`src/rtl/div_32.sv`:
```
// ---------------------------------------------------------------------------
// div_32 : multi-cycle radix-2 restoring integer divider (DIV / DIVU).
//
// One trial subtraction per clock. A request is accepted in IDLE, the
// magnitudes are divided in RUN (WIDTH cycles), the signs are applied in FIX,
// and DONE reports the result for one cycle. quotient goes to LO and
// remainder goes to HI.
//
// Ports
//   i_clk         clock, rising edge
//   i_rst         synchronous active-high reset (aborts any operation)
//   i_start       request, only sampled in IDLE
//   i_sign        1 = signed divide, 0 = unsigned; latched with i_start
//   i_dividend    dividend, latched on accepted start
//   i_divisor     divisor, latched on accepted start
//   o_quotient    quotient, held until the next result is written
//   o_remainder   remainder, held until the next result is written
//   o_busy        high while the divide is in progress
//   o_done        one-cycle pulse, results valid
//   o_div_zero    divisor was zero; valid with o_done, held like results
//   o_state       debug view of the FSM state (0 IDLE, 1 RUN, 2 FIX, 3 DONE)
//
// Handshake: i_start is a request with no back-pressure. It is taken only
// when the FSM is in IDLE, and it is ignored in every other state. o_done
// pulses for one cycle, exactly 34 clock edges after the accepting edge.
// o_busy covers the cycles in between, and o_busy and o_done never overlap.
//
// Timing note: o_busy and o_done are registered decodes of the FSM state.
// As a result they trail o_state by one cycle. After accepting edge T,
// o_busy is seen after edges T+1..T+33 and o_done after edge T+34.
// ---------------------------------------------------------------------------
module div_32 #(
  parameter int WIDTH = 32
) (
  input  logic             i_clk,
  input  logic             i_rst,
  input  logic             i_start,
  input  logic             i_sign,
  input  logic [WIDTH-1:0] i_dividend,
  input  logic [WIDTH-1:0] i_divisor,
  output logic [WIDTH-1:0] o_quotient,
  output logic [WIDTH-1:0] o_remainder,
  output logic             o_busy,
  output logic             o_done,
  output logic             o_div_zero,
  output logic [1:0]       o_state
);

  localparam int CW = $clog2(WIDTH);

  typedef enum logic [1:0] {
    S_IDLE = 2'd0,
    S_RUN  = 2'd1,
    S_FIX  = 2'd2,
    S_DONE = 2'd3
  } state_t;

  state_t r_state;
  state_t w_state_nxt;

  logic [CW-1:0]    r_count;
  logic [WIDTH-1:0] r_dvd_raw;   // raw dividend, returned as remainder on /0
  logic [WIDTH-1:0] r_dvs;       // divisor magnitude
  logic [WIDTH-1:0] r_q;         // dividend bits shifting out, quotient bits in
  logic [WIDTH-1:0] r_rem;       // partial remainder
  logic             r_neg_q;
  logic             r_neg_r;
  logic             r_dz;
  logic [WIDTH-1:0] r_quotient;
  logic [WIDTH-1:0] r_remainder;
  logic             r_busy;
  logic             r_done;
  logic             r_div_zero;

  logic [WIDTH-1:0] w_dvd_abs;
  logic [WIDTH-1:0] w_dvs_abs;
  logic [WIDTH:0]   w_rem_sh;
  logic             w_fits;
  logic [WIDTH-1:0] w_diff;

  // Operand magnitudes. The magnitude of the most negative value is itself,
  // and that is the correct unsigned magnitude.
  assign w_dvd_abs = (i_sign && i_dividend[WIDTH-1]) ? -i_dividend : i_dividend;
  assign w_dvs_abs = (i_sign && i_divisor[WIDTH-1])  ? -i_divisor  : i_divisor;

  // The shifted partial remainder is kept one bit wider. For an unsigned
  // divisor at or above 2^(WIDTH-1), the remainder can carry into bit WIDTH.
  // If the subtraction succeeds, the difference is below the divisor, so it
  // fits back into WIDTH bits.
  assign w_rem_sh = {r_rem, r_q[WIDTH-1]};
  assign w_fits   = (w_rem_sh >= {1'b0, r_dvs});
  assign w_diff   = w_rem_sh[WIDTH-1:0] - r_dvs;

  // FSM state register
  always_ff @(posedge i_clk) begin
    if (i_rst) begin
      r_state <= S_IDLE;
    end else begin
      r_state <= w_state_nxt;
    end
  end

  // FSM next state
  always_comb begin
    w_state_nxt = r_state;
    case (r_state)
      S_IDLE: if (i_start) w_state_nxt = S_RUN;
      S_RUN:  if (r_count == CW'(WIDTH - 1)) w_state_nxt = S_FIX;
      S_FIX:  w_state_nxt = S_DONE;
      S_DONE: w_state_nxt = S_IDLE;
      default: w_state_nxt = S_IDLE;
    endcase
  end

  // Datapath and registered outputs
  always_ff @(posedge i_clk) begin
    if (i_rst) begin
      r_count     <= '0;
      r_dvd_raw   <= '0;
      r_dvs       <= '0;
      r_q         <= '0;
      r_rem       <= '0;
      r_neg_q     <= 1'b0;
      r_neg_r     <= 1'b0;
      r_dz        <= 1'b0;
      r_quotient  <= '0;
      r_remainder <= '0;
      r_busy      <= 1'b0;
      r_done      <= 1'b0;
      r_div_zero  <= 1'b0;
    end else begin
      r_busy <= (r_state == S_RUN) || (r_state == S_FIX);
      r_done <= (r_state == S_DONE);
      case (r_state)
        S_IDLE: begin
          if (i_start) begin
            r_dvd_raw <= i_dividend;
            r_q       <= w_dvd_abs;
            r_dvs     <= w_dvs_abs;
            r_rem     <= '0;
            r_neg_q   <= i_sign & (i_dividend[WIDTH-1] ^ i_divisor[WIDTH-1]);
            r_neg_r   <= i_sign & i_dividend[WIDTH-1];
            r_dz      <= (i_divisor == '0);
            r_count   <= '0;
          end
        end
        S_RUN: begin
          r_rem   <= w_fits ? w_diff : w_rem_sh[WIDTH-1:0];
          r_q     <= {r_q[WIDTH-2:0], w_fits};
          r_count <= r_count + 1'b1;
        end
        S_FIX: begin
          if (r_dz) begin
            r_quotient  <= '1;
            r_remainder <= r_dvd_raw;
            r_div_zero  <= 1'b1;
          end else begin
            r_quotient  <= r_neg_q ? -r_q : r_q;
            r_remainder <= r_neg_r ? -r_rem : r_rem;
            r_div_zero  <= 1'b0;
          end
        end
        default: ;
      endcase
    end
  end

  assign o_quotient  = r_quotient;
  assign o_remainder = r_remainder;
  assign o_busy      = r_busy;
  assign o_done      = r_done;
  assign o_div_zero  = r_div_zero;
  assign o_state     = r_state;

endmodule

```
`config.mk`:
```
export PLATFORM = sky130hd
export DESIGN_NAME = div_32
export DESIGN_NICKNAME = d
export VERILOG_FILES = /design/src/rtl/div_32.sv
export SDC_FILE = /design/constraint.sdc
export NUM_CORES = 1
export LEC_CHECK = 0
export CAP_MARGIN = 20
export CORE_ASPECT_RATIO = 1.5
export CORE_MARGIN = 1
export CORE_UTILIZATION = 52
export DETAILED_ROUTE_END_ITERATION = 8
export PLACE_DENSITY = 0.77
export SYNTH_ARGS = -nofsm -noshare
export SYNTH_HDL_FRONTEND = slang
export SYNTH_SLANG_ARGS = --single-unit
export TNS_END_PERCENT = 30
```
`constraint.sdc`:
```
create_clock -name i_clk -period 2.99 [get_ports i_clk]
set_clock_uncertainty 0.1 [all_clocks]
set_input_delay 0.7475 -clock i_clk [delete_from_list [all_inputs] [get_ports i_clk]]
set_output_delay 0.7475 -clock i_clk [all_outputs]
set_load 0.1 [all_outputs]
```
[Word-level counts from Yosys, hierarchy flattened]
Index checks and enable logic that the tools add are counted.
Word-level totals
  bits in registers: 205
  latch bits: 0
  input port bits: 68
  memory bits (read-only): 0
  logic and storage cells: 56
  bits in writable memories: 0
  memories kept: 0
  output and inout bits: 69
Cells by class
  $mul: 0
  magnitude comparators: 1
  equal/unequal tests: 6
  reduce and logical (&&, ||, !) cells: 9
  mux-type cells: 17
  shifts and indexed selects: 0
  bitwise operators: 3
  add/subtract/negate cells: 6
  divide/modulo/power cells: 0
Operator list (count)
  $mux 32: 9
  $neg 32->32: 4
  $pmux 32 s2: 2
  $ge 33x32->1: 1
  $logic_not 32->1: 1
  $sub 32x32->32: 1
  $pmux 5 s2: 1
  $pmux 2 s4: 1
  $reduce_and 2->1: 3
  $add 5x1->5 const B: 1
  $eq 5x5->1 const B: 1
  $mux 5: 1
  $eq 2x2->1 const B: 2
  $mux 2: 2
  $ne 2x2->1 const B: 2
  $and 1x1->1: 2
  $eq 2x1->1 const B: 1
  $logic_and 1x1->1: 2
  $logic_not 2->1: 1
  $reduce_bool 2->1: 1
  $logic_or 1x1->1: 1
  $mux 1: 1
  $xor 1x1->1: 1

[Depth between registers and ports, before layout]
Gate-level depths: netlist of the first run.
  depth in word-level cells: 4
  depth in mapped cells: 13
  depth with buffers taken out: 12

[Worst setup path after synthesis of the first run]
No wires, ideal clock.
  path type: input -> register
  from: in i_dividend[2]
  to: reg r_q[17]
  stages on the path: 8
  library setup time: 70 ps
  data required time: 2820 ps
  arrival time: 2891 ps
  slack: -72 ps
  buffers on the path: 0
  cells stage by stage: or4_1 > nor4_1 > nand4_1 > o41ai_1 > xor2_1 > o21ai_0 > nand2_1 > a21oi_1
On the way
  word-level cells in the longest chain between the ends: 4
Ends and longest elaborated chain
  from (decl): line 39  | input logic [WIDTH-1:0] i_dividend,
  $neg 32->32: line 83  | assign w_dvd_abs = (i_sign && i_dividend[WIDTH-1]) ? -i_dividend : i_dividend;
  $mux 32: line 83
  $mux 32: line 136  | if (i_start) begin
  $pmux 32 s2: line 134  | case (r_state)
  to (signal assigned): line 138  | r_q <= w_dvd_abs;
  to (signal assigned): line 149  | r_q <= {r_q[WIDTH-2:0], w_fits};
  to (decl): line 64  | logic [WIDTH-1:0] r_q;
Every way passes these cells. The select of a mux whose other input is x is not followed.
A chain may end at the register's enable or synchronous reset.

[Worst setup path after layout of the first run]
  from: reg r_q[6]
  to: reg r_quotient[22], in the netlist o_quotient[22]
On the way
  word-level cells in the longest chain between the ends: 3
Ends and longest elaborated chain
  $neg 32->32: line 158  | r_quotient <= r_neg_q ? -r_q : r_q;
  $mux 32: line 158
  $mux 32: line 153  | if (r_dz) begin
  to (signal assigned): line 158
  to (decl): line 69  | logic [WIDTH-1:0] r_quotient;
Every way passes these cells.

==> results of run 1 <==
-- cell type report --
cell class / instances / area (um2) / area share
flip-flops and latches: 205 / 4109 / 0.2498
clock buffers: 26 / 564.3 / 0.03430
inverters: 61 / 229.0 / 0.01392
repair buffers: 360 / 2934 / 0.1784
well taps: 319 / 399.1 / 0.02426
multi-input cells: 1289 / 8033 / 0.4883
clock inverters: 10 / 181.4 / 0.01103
-- synthesized netlist by cell type (all sizes together) (4+ instances only) --
master,n,area share
nand2,249,0.075
dfxtp,205,0.33
nor2,162,0.049
o21ai,123,0.049
a21oi,119,0.048
clkbuf,95,0.029
xnor2,82,0.058
nand3,80,0.032
inv,61,0.018
xor2,54,0.038
a211oi,48,0.029
ha,42,0.042
mux2i,34,0.027
o31ai,27,0.017
nor3,25,0.010
o22ai,21,0.011
a21o,18,0.011
nand2b,18,0.0090
nor4,18,0.0090
o41ai,16,0.012
or4,15,0.0099
or3,14,0.0074
a31oi,11,0.0055
a32oi,11,0.0077
buf,11,0.0036
nand4,11,0.0055
nor2b,10,0.0050
and3,8,0.0040
a211o,6,0.0042
and2,6,0.0030
o211ai,6,0.0036
o21bai,6,0.0036
a311oi,5,0.0035
o21a,4,0.0024
-- cell families after synthesis --
group,count (synthesis)
and+or+nand+nor,633
AOI/OAI and AO/OA,443
DFF,205
buffers and inverters,167
xor gates and xnor gates,136
adders and majority gates,43
muxes,34
-- through the flow --
step | hold WS, ps | instance area (um2)
6_report | 352.5 | 16450
3_5_place_dp | 347.3 | 15370
5_1_grt | 370.5 | 16450
4_1_cts | 353.8 | 16190
3_3_place_gp | 341.4 | 15370
2_1_floorplan | 331.9 | 12470
-- power by group --
group | switching [mW] | internal [mW]
logic | 4.76 | 2.71
registers | 0.479 | 3.34
clock network | 1.12 | 1.77
-- sequential cells by signal (all words and copies together), names as in the netlist --
register	flops
o_remainder	32
r_neg_r	1
o_state	2
r_count	5
r_rem	32
r_dvs	32
r_dz	1
o_quotient	32
o_div_zero	1
r_q	32
r_dvd_raw	32
o_busy	1
o_done	1
r_neg_q	1
-- path summary, 6_finish.rpt --
check | startpoint | endpoint | slack (ps) | depth (start not counted)
max reg2reg | r_q[6]$_SDFFE_PP0P_ | o_quotient[22]$_SDFFE_PP0P_ | -70 | 8
max | r_q[6]$_SDFFE_PP0P_ | o_quotient[22]$_SDFFE_PP0P_ | -70 | 8
min reg2reg | r_dvs[30]$_SDFFE_PP0P_ | r_dvs[30]$_SDFFE_PP0P_ | 350 | 2
min | r_dvs[30]$_SDFFE_PP0P_ | r_dvs[30]$_SDFFE_PP0P_ | 350 | 2
-- per-layer routing --
| metal | global-route usage | routed length, um | part of all wire |
|---|---|---|---|
| met3 | 0.02730 | 1567 | 0.040 |
| met2 | 0.5896 | 20320 | 0.52 |
| met1 | 0.3188 | 14390 | 0.37 |
| met4 | 0.2204 | 2839 | 0.073 |
| met5 | 0 | 17 | 0.00043 |
-- worst max-delay path, cell delays in order (launching register included) --
cell and delay [ps]:
sky130_fd_sc_hd__dfxtp_2 320, sky130_fd_sc_hd__or4_4 540, sky130_fd_sc_hd__or3_4 350, sky130_fd_sc_hd__or4_4 510
sky130_fd_sc_hd__or4_4 470, sky130_fd_sc_hd__o31ai_2 220, sky130_fd_sc_hd__xnor2_1 150, sky130_fd_sc_hd__nor2_1 50
sky130_fd_sc_hd__a211oi_1 230
-- timing repair --
action | in CTS | in global routing
endpoints found under the hold margin | 0 | 0
buffers inserted | 0 | 7
gates resized for setup | 11 | 52
setup endpoints to repair | 39 | 55
cloned | 0 | 0
pin swaps | 2 | 18
==> impl_metrics.env, run 1 <==
export IMPL_yosys_area_share_xor_xnor=0.09557
export IMPL_syn_instance_count=1661
export IMPL_flip_flop_and_latch_count_after_synthesis=205
export IMPL_tritoncts_num_buffers=21
export IMPL_worst_ep_arrival_time_ps=3370
export IMPL_route_final_wire_length_um=39140
export IMPL_drc=0
export IMPL_ir_drop_uv=595.5
export IMPL_cap_violations=0
export IMPL_htree_levels=1
export IMPL_overall_fraction_of_global_route_tracks_in_use=0.3121
export IMPL_synth_cell_types=64
export IMPL_synthSimpleGateAreaFrac=0.2300
export IMPL_drt_initial_drc_count=701
export IMPL_via_count_of_the_first_global_routing_pass=12420
export IMPL_run_status="finished with violations"
export IMPL_fin_crit_sh=1.022
export IMPL_ant_nets=0
export IMPL_number_of_setup_violations_in_the_final_report=3
export IMPL_postSynth_asyncResetShare=0
export IMPL_post_dp_hpwl_um=29360
export IMPL_final_cells=2270
export IMPL_ys_seq_area_frac=0.3293
export IMPL_synthesis_yosys_warnings=0
export IMPL_postLayoutCoreUtil=0.6979
export IMPL_coreArea_mm2=0.02357
export IMPL_routedWlPerCell_um=17.24
export IMPL_mux_share_of_post_synthesis_cell_area=0.02731
export IMPL_min_path_type="reg -> reg"
export IMPL_timing_final_hold_violations=0
export IMPL_rsz_0062_raised_after_global_routing="yes"
export IMPL_timing_final_ws_setup_ps=-67.14
export IMPL_count_of_filler_cells_inserted_in_the_layout=1959
export IMPL_worst_skew_pair_late_latency_ps=500
export IMPL_cell_area_after_synthesis_mm2=0.01246
export IMPL_route_detailed_vias_per_inst=5.750
export IMPL_layout_area_overhead_vs_synth_pct=31.98
export IMPL_effective_utilization_at_floorplan=0.5288
export IMPL_critical_path_peak_fanout=3
export IMPL_detailroute_via_count=13050
export IMPL_failed_checks="negative setup slack"
export IMPL_slew_headroom=0.3817
export IMPL_report_final_slew_viol_count=0
export IMPL_die_area_mm2=0.02460
export IMPL_rows=69
export IMPL_timing_worst_slew_pin_value_ps=927.3
export IMPL_overall_die_width_um=128.4
export IMPL_ctsLongestPathBuffers=3
export IMPL_setup_tns_ps=-134.4
export IMPL_dr_pass1_iters=7
export IMPL_num_nets_final=2049
export IMPL_yosys_area_share_adder=0.04377
export IMPL_min_period_ps=3057
export IMPL_grt_antenna_before_repair=1
export IMPL_pre_cts_slack_ps=-421.8
export IMPL_criticalPathCategory="reg -> reg"
export IMPL_holdBufCountCts=0
export IMPL_layout_cells_most_common_list="288 x sky130_fd_sc_hd__buf_4, 249 x sky130_fd_sc_hd__nand2_1, 201 x sky130_fd_sc_hd__dfxtp_1"
export IMPL_io_pins=137
export IMPL_timing_critical_path_required_ps=3300
export IMPL_max_freq_mhz=327.1
export IMPL_grt_pass1_wl_um=61350
export IMPL_grt_overflow_total=0
export IMPL_grt_max_degree=124
export IMPL_synth_compound_gate_area_share=0.2235
export IMPL_gpl_final_weighted_congestion=0.9617
export IMPL_mostFrequentLayoutCell="sky130_fd_sc_hd__buf_4"
export IMPL_n_antenna_cell=0
export IMPL_clock_sink_count=205
export IMPL_synth_nets=1772
export IMPL_report_power_total_mw=14.18
export IMPL_postSynth_topFlopCell="sky130_fd_sc_hd__dfxtp_1"
export IMPL_cts_tree="done"
export IMPL_layout_drive_gt1_share=0.1999
export IMPL_fp_dieH_um=191.6
export IMPL_synth_top_family_by_area="simple AND/OR/NAND/NOR gates"
export IMPL_place_inst=2227
export IMPL_numPortBuffers=136
export IMPL_crit_path_start_kind="flip-flop"
export IMPL_power_leakage_nw=6.806
export IMPL_syn_avg_cell_area_um2=7.503
export IMPL_clk_pin_slew_worst_paths_ps=60
export IMPL_number_of_enable_type_register_cells_in_the_synthesized_netlist=0
export IMPL_root_buffer="sky130_fd_sc_hd__clkbuf_16"
export IMPL_power_density_mw_per_mm2=862.0
export IMPL_worst_setup_path_end_kind="flip-flop"
Note: power is estimated with default switching activity, not from simulation.
==> run 2, diff against run 1 <==
Settings changed: CELL_PAD_IN_SITES_DETAIL_PLACEMENT set to 1, CELL_PAD_IN_SITES_GLOBAL_PLACEMENT set to 1, CORE_UTILIZATION 52 to 38, PLACE_DENSITY 0.77 to unset, PLACE_DENSITY_LB_ADDON set to 0.1.
==> run 2 against run 1 <==
The flow still finishes with violations (negative setup slack). Cell count up 6.3%. Die area up 36%. Sequential cell count unchanged. First-iteration DRC count down 50%. Clock-buffer cell count up 7. Non-clock buffer count up 49. Setup slack better by 60 ps. Power up 2.8%. Critical path type unchanged.
==> impl_metrics.env, run 2 (synthesis gave the netlist of run 1 again) <==
export IMPL_run_status="finished with violations"
export IMPL_failed_checks="negative setup slack"
export IMPL_grt_antenna_before_repair=0
export IMPL_num_nets_final=2100
export IMPL_overall_fraction_of_global_route_tracks_in_use=0.2925
export IMPL_ir_drop_uv=483.4
export IMPL_effective_utilization_at_floorplan=0.3891
export IMPL_n_antenna_cell=0
export IMPL_ctsLongestPathBuffers=3
export IMPL_clock_sink_count=205
export IMPL_worst_setup_path_end_kind="flip-flop"
export IMPL_rsz_0062_raised_after_global_routing="yes"
export IMPL_finalInstanceArea_mm2=0.01713
export IMPL_worst_skew_pair_late_latency_ps=530
export IMPL_ant_nets=0
export IMPL_fp_dieH_um=223.8
export IMPL_timing_worst_slew_pin_value_ps=786.9
export IMPL_grt_overflow_total=0
export IMPL_routedWlPerCell_um=20.38
export IMPL_gpl_final_weighted_congestion=0.9258
export IMPL_criticalPathCategory="reg -> reg"
export IMPL_rows=80
export IMPL_post_dp_hpwl_um=38690
export IMPL_sequential_area_mm2=0.004121
export IMPL_setup_tns_ps=-7.464
export IMPL_layout_cells_most_common_list="334 x sky130_fd_sc_hd__buf_4, 249 x sky130_fd_sc_hd__nand2_1, 191 x sky130_fd_sc_hd__dfxtp_1"
export IMPL_root_buffer="sky130_fd_sc_hd__clkbuf_16"
export IMPL_power_density_mw_per_mm2=850.9
export IMPL_timing_final_ws_setup_ps=-7.464
export IMPL_placedInstanceArea_mm2=0.01589
export IMPL_max_freq_mhz=333.6
export IMPL_layout_area_overhead_vs_synth_pct=37.48
export IMPL_detailroute_via_count=13420
export IMPL_slew_headroom=0.4754
export IMPL_grt_max_degree=62
export IMPL_min_path_type="reg -> reg"
export IMPL_power_leakage_nw=7.008
export IMPL_dr_pass1_iters=4
export IMPL_cap_violations=0
export IMPL_min_period_ps=2997
export IMPL_io_pins=137
export IMPL_mostFrequentLayoutCell="sky130_fd_sc_hd__buf_4"
export IMPL_htree_levels=1
export IMPL_via_count_of_the_first_global_routing_pass=14150
export IMPL_grt_pass1_wl_um=75730
export IMPL_timing_final_hold_violations=0
export IMPL_route_detailed_vias_per_inst=5.562
export IMPL_number_of_setup_violations_in_the_final_report=1
export IMPL_cts_tree="done"
export IMPL_crit_path_start_kind="flip-flop"
export IMPL_route_final_wire_length_um=49180
export IMPL_report_final_slew_viol_count=0
export IMPL_numPortBuffers=136
export IMPL_fin_crit_sh=1.002
export IMPL_timing_critical_path_required_ps=3340
export IMPL_multiInputGateArea_mm2=0.008242
export IMPL_die_area_mm2=0.03354
export IMPL_drt_initial_drc_count=354
export IMPL_layout_drive_gt1_share=0.2421
export IMPL_count_of_filler_cells_inserted_in_the_layout=3950
export IMPL_overall_die_width_um=149.9
export IMPL_tritoncts_num_buffers=23
export IMPL_clk_pin_slew_worst_paths_ps=60
export IMPL_coreArea_mm2=0.03203
export IMPL_worst_ep_arrival_time_ps=3340
export IMPL_critical_path_peak_fanout=3
export IMPL_drc=0
==> run 2: changes by cell type in the layout (fill, tap and decap cells not counted), moves of 3 or more <==
cell and delta:
sky130_fd_sc_hd__bufinv_16 -5, sky130_fd_sc_hd__inv_2 +12, sky130_fd_sc_hd__dfxtp_1 -10, sky130_fd_sc_hd__ha_4 +11, sky130_fd_sc_hd__dfxtp_2 +10, sky130_fd_sc_hd__ha_1 -12, sky130_fd_sc_hd__inv_1 -12, sky130_fd_sc_hd__clkbuf_1 +3
sky130_fd_sc_hd__buf_4 +46
==> run 2: through the flow <==
stage	setup slack, ps	cells	hold WS [ps]	power [mW]	util
2_1_floorplan	-39.46	1661	331.9	8.698	-
5_1_grt	-112.3	2413	370.2	15.41	0.5349
3_5_place_dp	-390.1	2368	347.4	11.52	0.4961
6_report	-7.464	2413	353.5	14.58	0.5349
4_1_cts	-44.73	2408	355.3	14.42	0.5234
3_3_place_gp	-351.2	2368	342.5	11.36	0.4961
==> run 2: worst paths after layout <==
check / start / endpoint / slack, ps / cells after the start
worst max-delay path: r_q[6]$_SDFFE_PP0P_ / o_quotient[20]$_SDFFE_PP0P_ / -7 / 8
worst min-delay path: r_dvd_raw[31]$_SDFFE_PP0P_ / r_dvd_raw[31]$_SDFFE_PP0P_ / 350 / 2
worst max register to register: r_q[6]$_SDFFE_PP0P_ / o_quotient[20]$_SDFFE_PP0P_ / -7 / 8
worst min register to register: r_dvd_raw[31]$_SDFFE_PP0P_ / r_dvd_raw[31]$_SDFFE_PP0P_ / 350 / 2
==> run 2: area by class of cell <==
class                   count  share of cell area
clock buffers              33             0.03812
clock inverters             6            0.002410
inverters                  61             0.01336
multi-input cells        1289              0.4810
flip-flops and latches    205              0.2405
well taps                 410             0.02994
repair buffers            409              0.1946
==> run 2: power by group <==
part	leakage [nW]	total (mW)	internal (mW)	switching, mW
clock network	0.332	2.73	1.51	1.21
registers	1.68	3.83	3.34	0.490
logic	5.00	8.02	2.91	5.10
total	7.01	14.6	7.77	6.81
==> run 2: critical path, stage by stage (launching register included) <==
cell,delay [ps]
sky130_fd_sc_hd__dfxtp_2,320
sky130_fd_sc_hd__or4_4,520
sky130_fd_sc_hd__or3_4,350
sky130_fd_sc_hd__or4_4,490
sky130_fd_sc_hd__or4_4,470
sky130_fd_sc_hd__o41ai_4,240
sky130_fd_sc_hd__xnor2_1,150
sky130_fd_sc_hd__nor2_1,60
sky130_fd_sc_hd__a211oi_1,210
==> run 2: layer usage <==
metal	routed length, um	GRT usage	vias to the layer above
li1	-	-	6509
met1	17710	0.2862	6549
met2	26480	0.5639	240
met3	1134	0.02342	122
met4	3850	0.2098	0
met5	0	0	-
==> run 2: what timing repair did <==
item,CTS,global route
endpoints found under the hold margin,0,0
pin swaps,5,25
hold buffers,0,0
buffers inserted,1,4
gates resized for setup,38,76
setup endpoints to repair,43,52
